==> src/rtl/shift_reg_univ.sv <==
// ---------------------------------------------------------------------------
// shift_reg_univ
//
// Parametrised universal shift register. It holds, shifts up, shifts down or
// loads in parallel, and it provides parallel readout plus a saturating shift
// counter with a one-cycle frame-done pulse. Depending on how the modes are
// used it works as SISO, SIPO, PISO or PIPO.
//
// All state updates on the FALLING edge of CLK. RES is synchronous and
// active-high, and it is also sampled on the falling edge.
//
// Optional feature: define SHIFT_ROTATE_EN to add the 'rot' input. With
// rot=1 a shift feeds the bit being shifted out back in at the other end,
// which turns the shift into a rotation. si is ignored in that case.
//
// Parameters:
//   WIDTH       number of stages, 2..32
//   CW          counter width, $clog2(WIDTH+1) (derived)
//
// Ports:
//   CLK         clock, falling-edge active
//   RES         synchronous active-high reset
//   ce          clock enable; 0 holds all state
//   mode        00 hold, 01 shift up, 10 shift down, 11 parallel load
//   si          serial data in
//   rot         rotate instead of taking si (only with SHIFT_ROTATE_EN)
//   pd          parallel load data
//   q           register contents
//   so_up       serial out for shift up   (q[WIDTH-1])
//   so_dn       serial out for shift down (q[0])
//   shift_cnt   shifts since last load/reset, saturates at WIDTH
//   frame_done  one-cycle pulse on the shift that brings shift_cnt to WIDTH
// ---------------------------------------------------------------------------
module shift_reg_univ #(
   parameter int WIDTH = 4
) (
   input  logic                           CLK,
   input  logic                           RES,
   input  logic                           ce,
   input  logic [1:0]                     mode,
   input  logic                           si,
`ifdef SHIFT_ROTATE_EN
   input  logic                           rot,
`endif
   input  logic [WIDTH-1:0]               pd,
   output logic [WIDTH-1:0]               q,
   output logic                           so_up,
   output logic                           so_dn,
   output logic [$clog2(WIDTH+1)-1:0]     shift_cnt,
   output logic                           frame_done
);

   localparam int CW = $clog2(WIDTH+1);
   localparam logic [CW-1:0] CNT_MAX  = CW'(WIDTH);
   localparam logic [CW-1:0] CNT_LAST = CW'(WIDTH - 1);

   typedef enum logic [1:0] {
      MODE_HOLD = 2'b00,
      MODE_UP   = 2'b01,
      MODE_DN   = 2'b10,
      MODE_LOAD = 2'b11
   } mode_e;

   mode_e            mode_s;
   logic [WIDTH-1:0] q_q, q_d;
   logic [CW-1:0]    cnt_q, cnt_d;
   logic             fd_q, fd_d;
   logic             up_in, dn_in;   // bit entering at q[0] / q[WIDTH-1]
   logic [CW-1:0]    cnt_inc;

   assign mode_s = mode_e'(mode);

   // Incoming serial bit per direction. With rotation enabled the bit
   // leaving at the far end comes back in instead of si.
`ifdef SHIFT_ROTATE_EN
   assign up_in = rot ? q_q[WIDTH-1] : si;
   assign dn_in = rot ? q_q[0]       : si;
`else
   assign up_in = si;
   assign dn_in = si;
`endif

   // Counter saturates at WIDTH so later shifts in the same frame do not wrap.
   assign cnt_inc = (cnt_q < CNT_MAX) ? cnt_q + CW'(1) : cnt_q;

   always_comb begin
      // NOTE: every always_comb output gets a default first so that no path
      // leaves it unassigned, which would otherwise infer a latch.
      q_d   = q_q;
      cnt_d = cnt_q;
      fd_d  = fd_q;
      if (ce) begin
         case (mode_s)
            MODE_HOLD: begin
               fd_d = 1'b0;
            end
            MODE_UP: begin
               q_d   = {q_q[WIDTH-2:0], up_in};
               cnt_d = cnt_inc;
               fd_d  = (cnt_q == CNT_LAST);
            end
            MODE_DN: begin
               q_d   = {dn_in, q_q[WIDTH-1:1]};
               cnt_d = cnt_inc;
               fd_d  = (cnt_q == CNT_LAST);
            end
            MODE_LOAD: begin
               q_d   = pd;
               cnt_d = '0;
               fd_d  = 1'b0;
            end
            default: begin
               q_d   = q_q;
            end
         endcase
      end
   end

   // Falling-edge register bank; reset takes priority over ce and mode.
   always_ff @(negedge CLK) begin
      // NOTE: state registers use non-blocking assignments so every flop
      // samples the pre-edge values and ordering between blocks cannot race.
      if (RES) begin
         q_q   <= '0;
         cnt_q <= '0;
         fd_q  <= 1'b0;
      end else begin
         q_q   <= q_d;
         cnt_q <= cnt_d;
         fd_q  <= fd_d;
      end
   end

   assign q          = q_q;
   assign so_up      = q_q[WIDTH-1];
   assign so_dn      = q_q[0];
   assign shift_cnt  = cnt_q;
   assign frame_done = fd_q;

endmodule

==> config.mk <==
export PLATFORM = sky130hd
export DESIGN_NAME = shift_reg_univ
export DESIGN_NICKNAME = d
export VERILOG_FILES = /design/src/rtl/shift_reg_univ.sv
export SDC_FILE = /design/constraint.sdc
export NUM_CORES = 1
export LEC_CHECK = 0
export BUFFER_PORTS_ARGS = -buffer_cell sky130_fd_sc_hd__buf_2
export CORE_MARGIN = 3
export CORE_UTILIZATION = 35
export DETAILED_ROUTE_END_ITERATION = 7
export RECOVER_POWER = 50
export SLEW_MARGIN = 20
export SYNTH_ARGS = -nofsm -noshare
export SYNTH_HDL_FRONTEND = slang
export SYNTH_SLANG_ARGS = --single-unit
==> constraint.sdc <==
create_clock -name CLK -period 1.35 [get_ports CLK]
set_input_delay 0.135 -clock CLK [delete_from_list [all_inputs] [get_ports CLK]]
set_output_delay 0.135 -clock CLK [all_outputs]
set_load 0.03 [all_outputs]
==> impl_results.md <==
* FF-to-FF path depth at 6
* Final net count at 122
* Die width at 46.2 µm
* Leak pwr at 0.000516 µW
* Final cell count without fillers at 119
* Sequential area share after synthesis at 0.283
* Layout cell share with drive strength beyond 1 at 0.750
* Slew headroom at 0.833
* Clock skew at 0.0171 ns
* Util after Layout at 0.819
* Synth Area in Simple Gates at 0.192
* ANT nets after route at 0
* Rows at 13
* First-pass GRT wire length at 2.63 mm
* Total grt overflow at 0
* CTS Sinks at 8
* Core Region at 0.00140 mm²
* Number of global-route vias before repair at 640
* I/O pin cnt at 20
* Synth cell types at 22
* Mux share of post-synthesis cell area at 0.0376
* Routed wire per std cell at 14.7 µm
* Flop2flop setup slack at -0.03 ns
* DP Wirelength at 1.03 mm
* Worst Hold Slack at 0.620 ns
* Power Density at 763 mW/mm²
* Worst r2r src: shift_cnt[0]
* Pre-CTS WS at -0.688 ns
* GPL Wtd Cong at 0.821
* Hold EP: shift_cnt[1]
* Failing checks: setup timing
* Unrepaired setup endpoints after global routing: yes
* Largest net degree at the start of global routing at 8
* Setup ws final at -0.278 ns
* # Max-Cap Violations at 0
* DRC at 0
* PortBufs at 19
* Drt total wl at 1.75 mm
* Number of enable flip-flop cells after synthesis at 0
* Endpoints failing hold at 0
* CTS tree: yes
* Crit. End Element: flop
* Final setup fails at 17
* WP data required at 0.89 ns
* Initial antenna violation count at 0
* CTS Buffer Depth at 2
* Synth Area in XOR/XNOR at 0
* Number of synthesis warnings at 0
* Die H at 46.2 µm
* Slew @ Worst Pin at 0.250 ns
* Die ar. at 0.00213 mm²
* Main combinational cell family by area after synthesis: compound AO/OA/AOI/OAI gates
* Via count at 601
* Synthesized flop and latch total at 8
* Mapped Area at 566 µm²
* H-Tree Depth at 1
* Gate Count Post-Synth at 58
* Crit start category: input port
* Worst hold path stage count at 3
* Maximum vdd drop at 0.449 mV
* Most used DFF post-synth: dfxtp_1
* CTS clk-pin slew, worst paths at 0.04 ns
* DR vias/cell at 5.05
* Initial DRC Count at 9
* Adder-cell area share of the yosys netlist at 0.133
* Arr. time, crit path at 1.16 ns
* Worst-Skew Late Latency at 0.33 ns
* Post-synthesis area per instance at 9.75 µm²
* Initial Util at 0.404
* Worst Path Max Fanout at 3
* Tightest Hold Check Type: reg2reg
* All-Layer GR Usage at 0.178
* Net Count, Synth at 74
* Layout Area Growth over Synthesis at 103%
* CTS Buf Count at 3
* Hold path start: shift_cnt[1]
* Drt pass-1 iters at 4
* Antenna cells at 0
* Asr flop ratio synth at 0
* Reg2reg end: shift_cnt[2]
* Critical path class: in2reg
* Post-synthesis compound-gate area fraction at 0.241
* Placed Cells at 102
* Clock Tree Root: clkbuf_4
* Status: complete, but fails checks
* Slew Limit Fails at 0
cell usage after synthesis (2+ instances only):
cell type,number,area share
nor2_1,5,0.033
buf_6,2,0.040
dfxtp_1,8,0.28
ha_1,6,0.13
nor2b_1,2,0.022
nor3b_1,4,0.053
a221oi_2,4,0.11
a211oi_1,4,0.053
nand2b_1,4,0.044
inv_1,5,0.033
buf_4,3,0.040
flip-flops by register name, indices dropped and copies added (netlist names):
name and count:
frame_done 1, q 4, shift_cnt 3
layer usage:
layer	vias up	global-route usage	share of wire
li1	301	-	-
met1	270	0.180	0.39
met2	24	0.310	0.53
met3	6	0.0430	0.056
met4	0	0.131	0.031
met5	-	0	0
area by class of cell:
type                            instances  area [µm²]
Clock buffer                            3        22.5
Clock inverter                          8        30.0
Fill cell                              76         253
Inverter                                4        35.0
Multi-Input combinational cell         40         504
Sequential cell                         8         175
Tap cell                               15        18.8
Timing Repair Buffer                   41         360
cell usage in the layout, fill, tap and decap left out, types with 2 or more instances in the layout:
cell type / synthesis / layout
a211oi_1: 4 / 2
a211oi_2: 0 / 2
a221oi_2: 4 / 3
buf_12: 0 / 2
buf_2: 0 / 7
buf_4: 3 / 20
buf_6: 2 / 12
clkbuf_4: 0 / 3
dfxtp_2: 0 / 6
dfxtp_4: 0 / 2
ha_4: 0 / 4
inv_1: 5 / 9
nand2b_1: 4 / 2
nand2b_4: 0 / 2
nor2_1: 5 / 4
nor2b_1: 2 / 2
nor3b_1: 4 / 3
power breakdown:
part / leakage, µW / internal, µW / total [µW] / switching, µW
Clock: 0.0000564 / 134 / 290 / 155
Sequential: 0.0000694 / 253 / 264 / 11.1
Combinational: 0.000391 / 170 / 321 / 152
Total: 0.000516 / 557 / 874 / 318
worst max-delay path, cell delays in order:
cell and delay [ns]:
buf_12 0.10, inv_8 0.04, ha_4 0.25, nand2b_4 0.15
a21boi_4 0.17, mux2_4 0.31
what timing repair did:
action                                  CTS  global route
gates cloned                              0             0
endpoints found under the setup margin   18            18
pin swaps                                 2             5
resized for setup                        45            14
buffers inserted                          5             2
hold buffers                              0             0
kinds of logic (layout without fill, tap and decap cells):
| group | count (synthesis) | count (layout) |
|---|---|---|
| buffers and inverters | 10 | 56 |
| AOI/OAI and AO/OA | 13 | 13 |
| DFF | 8 | 8 |
| adders and majority gates | 6 | 6 |
| muxes | 2 | 2 |
| and+or+nand+nor | 19 | 19 |
how the worst max path moves through the flow:
stage / from / endpoint / slack, ns / cells past startpoint
finish: mode[0] / shift_cnt[0] / -0.28 / 6
global route: mode[0] / shift_cnt[0] / -0.30 / 6
CTS: q[0] / so_dn / -0.26 / 1
detailed placement: mode[1] / shift_cnt[0] / -0.69 / 6
global placement: mode[1] / q[2] / -0.66 / 5
floorplan: mode[1] / shift_cnt[0] / -0.43 / 5
metrics by stage:
stage | area [µm²] | TNS [ns] | power [µW]
4_1_cts | 1060 | -3.52 | 848
5_1_grt | 1150 | -4.13 | 927
3_5_place_dp | 811 | -4.84 | 530
2_1_floorplan | 637 | -2.39 | 452
3_3_place_gp | 811 | -4.77 | 528
6_report | 1150 | -3.61 | 874
Note: power is estimated with default switching activity, not from simulation.
